**config.mk**
```make
export PLATFORM = sky130hd
export DESIGN_NAME = uart_tx_arbiter
export DESIGN_NICKNAME = d
export VERILOG_FILES = /design/src/rtl/uart_tx_arbiter.sv
export SDC_FILE = /design/constraint.sdc
export NUM_CORES = 1
export LEC_CHECK = 0
export CAP_MARGIN = 30
export CELL_PAD_IN_SITES_DETAIL_PLACEMENT = 1
export CELL_PAD_IN_SITES_GLOBAL_PLACEMENT = 1
export CORE_ASPECT_RATIO = 2
export CORE_MARGIN = 4
export CORE_UTILIZATION = 34
export DETAILED_ROUTE_END_ITERATION = 16
export GPL_TIMING_DRIVEN = 0
export PLACE_DENSITY = 0.85
export SETUP_SLACK_MARGIN = 0.02
export SLEW_MARGIN = 20
export SYNTH_ARGS = -nofsm -noshare
export SYNTH_HDL_FRONTEND = slang
export SYNTH_SLANG_ARGS = --single-unit
```
**constraint.sdc**
```tcl
create_clock -name clk -period 2.25 [get_ports clk]
set_clock_uncertainty 0.15 [all_clocks]
set_input_delay 0.45 -clock clk [delete_from_list [all_inputs] [get_ports clk]]
set_output_delay 0.45 -clock clk [all_outputs]
set_load 0.01 [all_outputs]
```
**src/rtl/uart_tx_arbiter.sv**
```systemverilog
// Two-requester arbiter in front of a UART transmitter.
// Whole messages are granted round-robin; an owner idle too long is dropped.
module uart_tx_arbiter #(
    parameter int unsigned TIMEOUT_CYCLES = 1_250_000
) (
    input  logic       clk,
    input  logic       reset,
    input  logic [7:0] req0_data,
    input  logic       req0_valid,
    input  logic       req0_last,
    output logic       req0_ready,
    input  logic [7:0] req1_data,
    input  logic       req1_valid,
    input  logic       req1_last,
    output logic       req1_ready,
    output logic [7:0] tx_data,
    output logic       tx_valid,
    input  logic       tx_ready,
    output logic [1:0] grant,
    output logic       timeout_pulse
);

    localparam int CW = 25;
    localparam logic [CW-1:0] CNT_MAX = CW'(TIMEOUT_CYCLES - 1);

    typedef enum logic {
        IDLE,
        LOCKED
    } state_t;

    state_t          state_q, state_d;
    logic            owner_q, owner_d;
    logic            ptr_q, ptr_d;
    logic [CW-1:0]   cnt_q, cnt_d;

    logic            own_valid;
    logic            own_last;
    logic [7:0]      own_data;
    logic            cnt_hit;

    assign own_valid = owner_q ? req1_valid : req0_valid;
    assign own_last  = owner_q ? req1_last  : req0_last;
    assign own_data  = owner_q ? req1_data  : req0_data;
    assign cnt_hit   = (cnt_q == CNT_MAX);

    always_ff @(posedge clk) begin
        if (reset) begin
            state_q <= IDLE;
            owner_q <= 1'b0;
            ptr_q   <= 1'b0;
            cnt_q   <= '0;
        end else begin
            state_q <= state_d;
            owner_q <= owner_d;
            ptr_q   <= ptr_d;
            cnt_q   <= cnt_d;
        end
    end

    always_comb begin
        state_d = state_q;
        owner_d = owner_q;
        ptr_d   = ptr_q;
        cnt_d   = cnt_q;
        unique case (state_q)
            IDLE: begin
                if (req0_valid || req1_valid) begin
                    state_d = LOCKED;
                    owner_d = (req0_valid && req1_valid) ? ptr_q : req1_valid;
                    cnt_d   = '0;
                end
            end
            LOCKED: begin
                // A transfer always wins over the idle timeout.
                if (own_valid && tx_ready) begin
                    cnt_d = '0;
                    if (own_last) begin
                        state_d = IDLE;
                        ptr_d   = ~owner_q;
                    end
                end else if (!own_valid) begin
                    if (cnt_hit) begin
                        state_d = IDLE;
                        ptr_d   = ~owner_q;
                    end else begin
                        cnt_d = cnt_q + CW'(1);
                    end
                end
            end
            default: state_d = IDLE;
        endcase
    end

    // Outputs are forced quiet while reset is held so nothing transfers.
    always_comb begin
        tx_data       = 8'h00;
        tx_valid      = 1'b0;
        grant         = 2'b00;
        req0_ready    = 1'b0;
        req1_ready    = 1'b0;
        timeout_pulse = 1'b0;
        if (!reset && state_q == LOCKED) begin
            tx_data       = own_data;
            tx_valid      = own_valid;
            grant         = owner_q ? 2'b10 : 2'b01;
            req0_ready    = !owner_q && tx_ready;
            req1_ready    = owner_q && tx_ready;
            timeout_pulse = !own_valid && cnt_hit;
        end
    end

endmodule
```
Word level (Yosys, flattened, before mapping)
Index checks and enable logic that the tools add are counted.
Operators by class
  $add $sub $neg: 1
  equal/unequal tests: 6
  muxes and demuxes: 26
  bitwise logic cells: 2
  reductions and logical operators: 14
Operators by type and width (number)
  2-to-1 mux 25 bit: 4
  case mux 25 bit (2 select lines): 1
  adder 25 x 1 -> 25 bit (second input constant): 1
  equality test 25 x 21 -> 1 bit (second input constant): 1
  2-to-1 mux 1 bit: 16
  2-to-1 mux 8 bit: 2
  logical AND 1 bit: 6
  inequality test 3 x 2 -> 1 bit (second input constant): 2
  2-to-1 mux 2 bit: 2
  inequality test 2 bit (second input constant): 2
  AND reduction 4 bit: 1
  logical NOT 1 bit: 3
  AND reduction 3 bit: 1
  inequality test 2 x 1 -> 1 bit (second input constant): 1
  inverter 1 bit: 2
  case mux 1 bit (2 select lines): 1
  AND reduction 2 bit: 1
  nonzero test 2 bit: 1
  logical OR 1 bit: 1
Storage, ports and cells
  flip-flop bits (word level): 28
  input port bits: 23
  output and inout port bits: 14
  logic and storage cells: 53

Logic depth before layout (Yosys ltp)
  depth after elaboration: 5
  mapped depth: 7
  depth with buffers taken out: 6

Worst setup path before layout
Ideal clock, no wire load.
  path kind: reg-to-reg
  start point: reg cnt_q[0]
  end point: reg ptr_q
  arrival: 2012 ps
  slack: -36 ps
  stages on the path, launching flop included: 6
  buffers on the path: 0
  cell sequence: dfxtp_1 -> ha_1 -> nand3_1 -> or4_4 -> a21oi_2 -> mux2_1
Between the ends
  longest elaborated chain between the ends: 3
Ends and longest elaborated chain
  from (decl): RTL line 34  | logic [CW-1:0] cnt_q, cnt_d;
  from (signal assigned): RTL line 56  | cnt_q <= cnt_d;
  equality test 25 x 21 -> 1 bit: RTL line 44  | assign cnt_hit = (cnt_q == CNT_MAX);
  nonzero test 2 bit (no source line)
  AND reduction 4 bit (no source line)
  to (signal assigned): RTL line 55  | ptr_q <= ptr_d;
  to (decl): RTL line 33  | logic ptr_q, ptr_d;
No other way between the ends.
A chain may end at the register's enable or synchronous reset.

Worst setup path in the final report
  start point: reg cnt_q[8]
  end point: reg cnt_q[23]
Between the ends
  longest elaborated chain between the ends: 5
  elaborated cells on any way between the ends: 8
  those cells by class: add/sub: 1; eq/ne: 2; mux: 4; reduce/logical: 1
Ends and longest elaborated chain
  adder 25 x 1 -> 25 bit: RTL line 86  | cnt_d = cnt_q + CW'(1);
  2-to-1 mux 25 bit: RTL line 82  | if (cnt_hit) begin
  2-to-1 mux 25 bit: RTL line 81  | end else if (!own_valid) begin
  2-to-1 mux 25 bit: RTL line 75  | if (own_valid && tx_ready) begin
  case mux 25 bit (2 select lines): RTL line 65  | unique case (state_q)
Parallel ways exist; a longest one is shown, timed or not. The select of a mux whose other input is x is not followed.

==> results.json <==
{
  "antenna_found_initial": 0,
  "ys_seq_area_share_pct": 30.8,
  "cts_tree": "built",
  "gp_congestion": 0.836,
  "drv_slew": 0,
  "insertion_delay_ns": 0.29,
  "critPathArrivalTime_ns": 2.40,
  "critPathLaunchType": "register",
  "pwr-share-comb_pct": 20.7,
  "numCtsBuffers": 3,
  "antenna_cells": 0,
  "seqPwrFrac_pct": 43.5,
  "fp.coreArea_sq_um": 5180,
  "syn-instance-count": 223,
  "r2r_slack_ns": -0.07,
  "fmax_ghz": 0.431,
  "synth_edf_count": 0,
  "period_needed_ns": 2.32,
  "outcome": "finished with violations",
  "grt_use_total_pct": 20.8,
  "fin_crit_sh_pct": 103,
  "maxCapViolCount": 0,
  "setup_slack_ns": -0.0700,
  "dpl-instance-area_sq_um": 2250,
  "clk_pin_slew_worst_paths_ns": 0.11,
  "grt_overflow": 0,
  "peakVddDrop_mv": 0.320,
  "clock_power_share_pct": 35.8,
  "synth_ff_type": "dfxtp_1",
  "rows": 37,
  "r2r_cells": 5,
  "yosys.area.top_type": "dfxtp_1",
  "holdPathStages": 2,
  "avgSynthCellArea_sq_um": 8.17,
  "synth.most_common_cell": "dfxtp_1",
  "violations": "negative setup slack",
  "wl_microns": 7840,
  "min_from": "reset",
  "drt_iter0_markers": 74,
  "synth_top_cells_by_area": "dfxtp_1 (31%), mux2i_1 (6.0%), nand3_1 (5.8%)",
  "min_to": "state_q",
  "max_slew_margin_pct": 66.8,
  "io_pins": 37,
  "num_vias": 2171,
  "finalSetupViolations": 4,
  "ys_async_sr_fraction_pct": 0,
  "p_sw_share_pct": 27.3,
  "final_cells": 331,
  "synth.distinct_cells": 54,
  "grt_pass1_wl_microns": 10800,
  "wl_per_cell_microns": 23.7,
  "clock_path_buffers": 2,
  "path_max_fanout": 7,
  "intPower_mw": 0.851,
  "die_h_microns": 112,
  "cts_hold_buf": 0,
  "hold_path_class": "input port to register",
  "yosys_warnings": 0,
  "dr.pass1.iters": 4,
  "end_kind": "register",
  "drive_gt1_share_pct": 27.1,
  "worstPathRequired_ns": 2.33,
  "areaGrowthSynthToFinish_pct": 45.1,
  "leakage_nw": 1.06,
  "setup_tns_ns": -0.130,
  "ant_nets": 0,
  "htree_levels": 1,
  "grt_max_degree": 17,
  "worstSetupPathType": "register to register",
  "fin_util_pct": 51.0,
  "first_global_vias": 2313,
  "worstMarginPinSlew_ns": 0.497,
  "hold_viol_final": 0,
  "dieArea_sq_um": 6660,
  "synth_top_area_share_pct": 30.8,
  "r2r-end": "cnt_q[23]",
  "worstReg2RegStart": "cnt_q[8]",
  "start_util_pct": 35.1,
  "numClockSinks": 28,
  "dpl.hpwl_microns": 4990,
  "syn-cell-area_sq_um": 1820,
  "power.density_nw_per_um2": 443,
  "drc": 0,
  "synth_nets": 247,
  "rsz0062_at_grt": "yes",
  "nets": 298,
  "yosys-top-cells-count": "dfxtp_1 (28), nand3_1 (21), nand2_1 (18), a21oi_1 (15), nor2_1 (14)",
  "vias_per_cell": 6.56,
  "final_area_sq_um": 2640,
  "die_x_microns": 59.8,
  "cts_root_buf": "clkbuf_8",
  "placedCellCount": 316,
  "port_buffers": 35,
  "dp_slack_ns": -0.712,
  "p_switching_mw": 0.319,
  "ys_ff_latch": 28
}
routing by layer:
metal / share of wire, % / global-route usage, %
met2: 55 / 38.4
met3: 5.3 / 3.60
met4: 7.4 / 12.7
met5: 0 / 0
met1: 33 / 19.8
worst max path at each step:
stage	start	endpoint	slack, ns	cells past startpoint
after global placement	req1_valid	timeout_pulse	-0.68	5
final	cnt_q[8]	cnt_q[23]	-0.07	5
after CTS	cnt_q[13]	ptr_q	-0.04	7
after detailed placement	req1_valid	timeout_pulse	-0.71	5
after global routing	cnt_q[8]	cnt_q[23]	-0.15	5
after floorplan	cnt_q[13]	ptr_q	0.1	6
metrics by stage:
step / total power, mW / hold WS, ns
after floorplan: 0.628 / 0.293
after global placement: 0.718 / 0.311
after detailed placement: 0.724 / 0.327
after CTS: 1.15 / 0.281
after global routing: 1.20 / 0.313
final: 1.17 / 0.298
critical path, cell delays in order (launching register included):
cell and delay (ns):
dfxtp_1 0.55, nand4_1 0.39, nor4b_4 0.52, nand3_1 0.20
or3_1 0.36, nand3_1 0.09
registers in the layout (all words and copies together) (netlist names):
signal / flops
ptr_q: 1
owner_q: 1
state_q: 1
cnt_q: 25
power groups by stage:
stage / Clock [mW] / Combinational, mW / Sequential, mW
3_3_place_gp: 0 / 0.197 / 0.521
2_1_floorplan: 0 / 0.109 / 0.519
3_5_place_dp: 0 / 0.203 / 0.522
5_1_grt: 0.431 / 0.258 / 0.511
6_report: 0.419 / 0.242 / 0.509
4_1_cts: 0.413 / 0.225 / 0.513
layout by cell type, fill, tap and decap left out, types with 2 or more instances in the layout:
cell type        count
nand3_1             19
nand2_1             18
clkdlybuf4s50_1     18
nor2_1              14
a21oi_1             14
a31oi_1             13
dfxtp_1             13
dlygate4sd2_1       11
mux2i_1             10
nand4_1             10
dfxtp_2              9
buf_4                9
inv_1                8
buf_6                7
dfxtp_4              6
nor4_4               4
and2_1               4
and3_1               4
o21ai_1              4
o21ai_0              4
o21a_1               4
dlymetal6s2s_1       4
clkbuf_4             3
a41oi_1              3
o211ai_1             3
or3_1                3
clkbuf_8             3
nor4b_4              2
mux2_2               2
nor2b_1              2
clkbuf_2             2
and4_1               2
a21oi_2              2
a2bb2oi_1            2
logic make-up after synthesis:
| family | count (synthesis) | synth area share (%) |
|---|---|---|
| mux | 14 | 7.90 |
| fa+ha+maj | 1 | 0.687 |
| compound gates | 63 | 24.9 |
| simple gates | 98 | 31.3 |
| buf+inv | 19 | 4.40 |
| flops | 28 | 30.8 |
repair_timing:
item / 4_1_cts / 5_1_grt
endpoints found under the setup margin: 39 / 26
gates cloned: 0 / 0
setup buffers: 6 / 6
resized for setup: 56 / 34
pin swaps: 4 / 8
cell type report:
class,count,area [sq um]
inverter,8,30.0
sequential,28,594
buffer,10,92.6
tap,58,72.6
multi-input combinational,176,1340
fill,603,2540
clock buffer,3,41.3
timing repair buffer,47,444
clock inverter,1,30.0
(Power assumes the default switching activity.)
